### src/rtl/seq_shift_add_multiplier.sv
// -----------------------------------------------------------------------------
// seq_shift_add_multiplier
//   Iterative N-bit unsigned shift-add multiplier. One partial product is
//   accumulated per RUN cycle; the loop bound is decided by a not-equal
//   comparator that checks the next iteration count against N.
//
//   Optional build macro: SEQ_MUL_EARLY_TERM_EN
//     When defined, RUN also ends as soon as no set multiplier bits remain,
//     with N still acting as the upper bound. The product is unchanged.
//
// Ports
//   clk     in   1   rising-edge clock
//   rst_n   in   1   asynchronous active-low reset
//   start   in   1   request, accepted only while ready=1
//   a       in   N   multiplicand, sampled on accept
//   b       in   N   multiplier, sampled on accept
//   ready   out  1   high in IDLE
//   busy    out  1   high in RUN
//   done    out  1   one-cycle pulse when the product is updated
//   product out  2N  registered result, held until the next completion
// -----------------------------------------------------------------------------

// -----------------------------------------------------------------------------
// seq_mul_neq_cmp
//   W-bit not-equal comparator used as the multiplier loop-continue test.
// Ports
//   lhs  in  W  first operand
//   rhs  in  W  second operand
//   neq  out 1  high when lhs != rhs
// -----------------------------------------------------------------------------
module seq_mul_neq_cmp #(
  parameter int W = 3
) (
  input  logic [W-1:0] lhs,
  input  logic [W-1:0] rhs,
  output logic         neq
);
  assign neq = (lhs != rhs);
endmodule

module seq_shift_add_multiplier #(
  parameter int N = 4
) (
  input  logic           clk,
  input  logic           rst_n,
  input  logic           start,
  input  logic [N-1:0]   a,
  input  logic [N-1:0]   b,
  output logic           ready,
  output logic           busy,
  output logic           done,
  output logic [2*N-1:0] product
);
  localparam int CW = $clog2(N + 1);

  typedef enum logic [1:0] {
    IDLE = 2'd0,
    RUN  = 2'd1,
    DONE = 2'd2
  } stateE;

  stateE          state;
  logic [2*N-1:0] acc;
  logic [2*N-1:0] mcand;
  logic [N-1:0]   mplier;
  logic [CW-1:0]  cnt;

  logic [CW-1:0]  cntNext;
  logic [2*N-1:0] accNext;
  logic           cntNeN;
  logic           lastIter;

  assign cntNext = cnt + CW'(1);
  assign accNext = mplier[0] ? (acc + mcand) : acc;

  seq_mul_neq_cmp #(
    .W (CW)
  ) uBoundCmp (
    .lhs (cntNext),
    .rhs (CW'(N)),
    .neq (cntNeN)
  );

`ifdef SEQ_MUL_EARLY_TERM_EN
  logic noBitsLeft;
  assign noBitsLeft = ((mplier >> 1) == '0);
  assign lastIter   = !cntNeN || noBitsLeft;
`else
  assign lastIter   = !cntNeN;
`endif

  always_ff @(posedge clk or negedge rst_n) begin
    if (!rst_n) begin
      state   <= IDLE;
      ready   <= 1'b1;
      busy    <= 1'b0;
      done    <= 1'b0;
      product <= '0;
      acc     <= '0;
      mcand   <= '0;
      mplier  <= '0;
      cnt     <= '0;
    end else begin
      case (state)
        IDLE: begin
          if (start) begin
            mcand  <= {{N{1'b0}}, a};
            mplier <= b;
            acc    <= '0;
            cnt    <= '0;
            state  <= RUN;
            ready  <= 1'b0;
            busy   <= 1'b1;
          end
        end
        RUN: begin
          acc    <= accNext;
          mcand  <= mcand << 1;
          mplier <= mplier >> 1;
          cnt    <= cntNext;
          if (lastIter) begin
            // The final add lands in product directly, not via acc.
            product <= accNext;
            state   <= DONE;
            busy    <= 1'b0;
            done    <= 1'b1;
          end
        end
        DONE: begin
          done  <= 1'b0;
          ready <= 1'b1;
          state <= IDLE;
        end
        default: begin
          state <= IDLE;
          ready <= 1'b1;
          busy  <= 1'b0;
          done  <= 1'b0;
        end
      endcase
    end
  end
endmodule

### config.mk
export PLATFORM = sky130hd
export DESIGN_NAME = seq_shift_add_multiplier
export DESIGN_NICKNAME = d
export VERILOG_FILES = /design/src/rtl/seq_shift_add_multiplier.sv
export SDC_FILE = /design/constraint.sdc
export NUM_CORES = 1
export LEC_CHECK = 0
export BUFFER_PORTS_ARGS = -buffer_cell sky130_fd_sc_hd__buf_2
export CORE_MARGIN = 8
export CORE_UTILIZATION = 55
export CTS_CLUSTER_SIZE = 40
export DETAILED_ROUTE_END_ITERATION = 7
export GPL_TIMING_DRIVEN = 0
export PLACE_DENSITY = 0.76
export RECOVER_POWER = 50
export SYNTH_ARGS = -nofsm -noshare
export SYNTH_HDL_FRONTEND = slang
export SYNTH_HIERARCHICAL = 1
export SYNTH_SLANG_ARGS = --single-unit
export TNS_END_PERCENT = 30
### constraint.sdc
create_clock -name clk -period 2.3 [get_ports clk]
set_input_delay 0.46 -clock clk [delete_from_list [all_inputs] [get_ports clk]]
set_output_delay 0.46 -clock clk [all_outputs]
set_load 0.01 [all_outputs]
==> impl_metrics.py <==
metrics = {
    "finish": {
        "finalInstanceArea_mm2": 0.00210,
        "drive_gt1_share_pct": 14.7,
        "syn2layout_area_growth_pct": 12.6,
        "n_antenna_cell": 0,
        "num-nets-final": 237,
        "fillers": 288,
    },
    "critical_path": {
        "critPathMaxFanout": 4,
        "critPathKind": "reg2reg",
        "crit_chain": "ha_1 -> xor2_1 -> xnor2_1 -> nand3_1 -> nand2b_2 -> or3_1 -> mux2_2 -> nand2_1",
        "slowest_stage": "dfrtp_1",
        "r2r-start": "cnt[0]$_DFFE_PN0P_",
        "worstPathArrival_ns": 2.50,
        "critPathLaunch": "cnt[0]$_DFFE_PN0P_",
        "cp-start-kind": "register",
        "cp.required_ns": 2.59,
        "critPathMaxStageDelay_ns": 0.43,
        "endpoint_kind": "register",
        "r2r_slack_ns": 0.09,
        "reg2reg_depth": 8,
        "reg2reg_to": "product[6]$_DFFE_PN0P_",
    },
    "detailed_routing": {
        "wl_met1_um": 1810,
        "drtIter0Drc": 91,
        "detail-route-antenna-nets": 0,
        "wl_met3_um": 225,
        "wl_per_cell_um": 15.4,
        "drcViolationCount": 0,
        "finalWirelength_um": 4040,
        "top_layer": "met4",
        "vias": 1510,
        "wl_met2_um": 1940,
        "firstDrtPassIters": 4,
        "routed_via_density": 5.74,
    },
    "placement": {
        "port_buffers": 21,
        "gp_congestion": 0.871,
        "post-dp-hpwl_um": 2850,
        "placed_cell_area_mm2": 0.00203,
        "place_ws_ns": 0.154,
    },
    "power": {
        "p_int_mw": 1.67,
        "p_per_area_mw_per_mm2": 1400,
        "ir_worst_vdd_mv": 0.717,
        "p_clk_share_pct": 13.0,
        "power_frac_comb_pct": 49.3,
        "power_frac_seq_pct": 37.7,
        "p_switching_mw": 1.26,
        "p_leak_nw": 1.00,
        "switching_share_pct": 43.0,
    },
    "yosys": {
        "ys_types": 38,
        "yosys_warnings": 6,
        "synth_edf_count": 0,
        "synth_commonest_cells": "35 x dfrtp_1, 20 x a21oi_1, 19 x nand2_1, 17 x o21ai_0, 11 x a22o_1",
        "netlist_instances": 188,
        "synth_area_mm2": 0.00186,
        "syn_avg_cell_area_um2": 9.91,
        "ys_seq_elements": 36,
        "synth_area_leaders": "dfrtp_1 47%, a21oi_1 5.4%, ha_1 5.4%, a22o_1 5.2%, o21ai_0 4.6%",
        "ys.flop_type": "dfrtp_1",
        "ys_seq_area_share_pct": 48.4,
        "async_flop_share_pct": 100,
        "synth.most_common_cell": "dfrtp_1",
        "synth_top_area_cell": "dfrtp_1",
        "synth_top_area_share_pct": 47.0,
    },
    "hold_path": {
        "hold_depth": 3,
        "min-delay-start": "a[0]",
        "hold_path_class": "in2reg",
        "min_to": "mcand[0]$_DFFE_PN0P_",
    },
    "floorplanning": {
        "initial_core_util_pct": 56.7,
        "rows": 21,
        "core-area_mm2": 0.00328,
        "fp.dieH_um": 74.2,
        "die_w_um": 74.2,
        "io_pins": 22,
        "die-area_mm2": 0.00551,
    },
    "global_route": {
        "antenna_found_initial": 0,
        "grt_pass1_vias": 1578,
        "grt_usage_pct": 16.9,
        "overflow": 0,
        "grt_max_degree": 37,
        "grt_pass1_wl_um": 7100,
    },
    "clock_network": {
        "clock_latency_ns": 0.34,
        "cts_sinks": 36,
        "clk_pin_slew_ns": 0.11,
        "cts_root_buffer": "clkbuf_4",
        "clockBufferDepth": 2,
        "numCtsBuffers": 5,
        "cts_tree": "yes",
        "cts_hold_buf": 0,
        "htree_levels": 2,
    },
    "timing": {
        "slew_headroom_pct": -25.6,
        "fmax_ghz": 0.453,
        "fin_crit_sh_pct": 95.9,
        "hold_violations": 0,
        "fin_worst_skew_ns": 0.00513,
        "whs_ns": 0.397,
        "tns_ns": 0,
        "worstMarginPinSlew_ns": 1.88,
        "slew_viol_final": 37,
        "setup_viol": 0,
        "setup_ws_ns": 0.0933,
        "min_period_ns": 2.21,
        "rsz0062_at_grt": "false",
    },
    "status": {
        "violations": "capacitance limit, slew limit",
        "outcome": "complete, but fails checks",
    },
    "flow_run": {
        "drv_cap": 1,
    },
}
[how the worst max path moves through the flow]
| stage | end | slack, ns | cells past startpoint |
|---|---|---|---|
| floorplan | product[7]$_DFFE_PN0P_ | 0.38 | 6 |
| global placement | product[6]$_DFFE_PN0P_ | 0.24 | 9 |
| detailed placement | product[6]$_DFFE_PN0P_ | 0.15 | 9 |
| CTS | product[6]$_DFFE_PN0P_ | 0.12 | 9 |
| global route | product[6]$_DFFE_PN0P_ | 0.01 | 8 |
| finish | product[6]$_DFFE_PN0P_ | 0.09 | 8 |
[flip-flops by register name, indices dropped and copies added (netlist names)]
| name | cells |
|---|---|
| cnt | 3 |
| state | 2 |
| ready | 1 |
| mplier | 4 |
| done | 1 |
| product | 8 |
| mcand | 8 |
| busy | 1 |
| acc | 8 |
[critical path, delay by kind of cell (launching register included)]
kind | cells | cell delay, ns
xor+xnor | 2 | 0.39
mux | 1 | 0.27
simple gates | 4 | 0.82
fa+ha+maj | 1 | 0.25
flops | 1 | 0.43
[final cells by class]
cell class	instances	area, um2	area share (%)
multi-input combinational	141	921	43.9
sequential	36	902	43.0
timing repair buffer	21	101	4.83
clock buffer	7	65.1	3.10
tap	46	57.6	2.74
buffer	8	31.3	1.49
inverter	4	18.8	0.895
[layout by cell type (no fill, tap or decap), drive strengths merged, types with 3 or more instances in the layout]
master / synthesis / routed
inv: 3 / 3
a21o: 5 / 5
buf: 1 / 19
xnor2: 7 / 7
ha: 8 / 8
mux2i: 4 / 4
nand2b: 3 / 3
a22oi: 4 / 4
nor2: 10 / 10
a22o: 11 / 11
dfrtp: 35 / 35
conb: 2 / 3
nor2b: 8 / 8
a21oi: 20 / 20
o21ai: 17 / 17
nand2: 19 / 19
clkbuf: 7 / 17
nand3: 3 / 3
[power groups by stage]
| stage | combinational, mW | sequential (mW) | clock [mW] |
|---|---|---|---|
| 3_5_place_dp | 1.44 | 1.12 | 0 |
| 5_1_grt | 1.63 | 1.15 | 0.408 |
| 4_1_cts | 1.45 | 1.10 | 0.386 |
| 3_3_place_gp | 1.38 | 1.10 | 0 |
| 6_report | 1.45 | 1.11 | 0.381 |
| 2_1_floorplan | 1.04 | 1.11 | 0 |
[metal layers]
| metal | track usage, % | vias to the layer above |
|---|---|---|
| li1 | - | 724 |
| met3 | 3.64 | 8 |
| met2 | 28.4 | 39 |
| met4 | 8.65 | 0 |
| met5 | 0 | - |
| met1 | 19.9 | 739 |
[timing repair]
item	CTS	global route
endpoints found under the setup margin	0	1
resized for setup	0	2
buffers inserted	0	0
[stage by stage]
stage | std cells | util (%) | total power [mW]
finish | 263 | 63.8 | 2.94
global route | 263 | 63.8 | 3.19
CTS | 263 | 63.8 | 2.94
detailed placement | 256 | 61.8 | 2.55
global placement | 256 | 61.8 | 2.48
floorplan | 189 | - | 2.14
[cells by family after synthesis]
family | Yosys count | share of synthesized area, %
compound gates | 66 | 22.7
xor+xnor | 9 | 4.23
fa+ha+maj | 9 | 6.45
buf+inv | 12 | 2.48
flops | 36 | 48.4
mux | 5 | 2.75
other cells | 2 | 0.403
simple gates | 49 | 12.6
(Power assumes the default switching activity.)
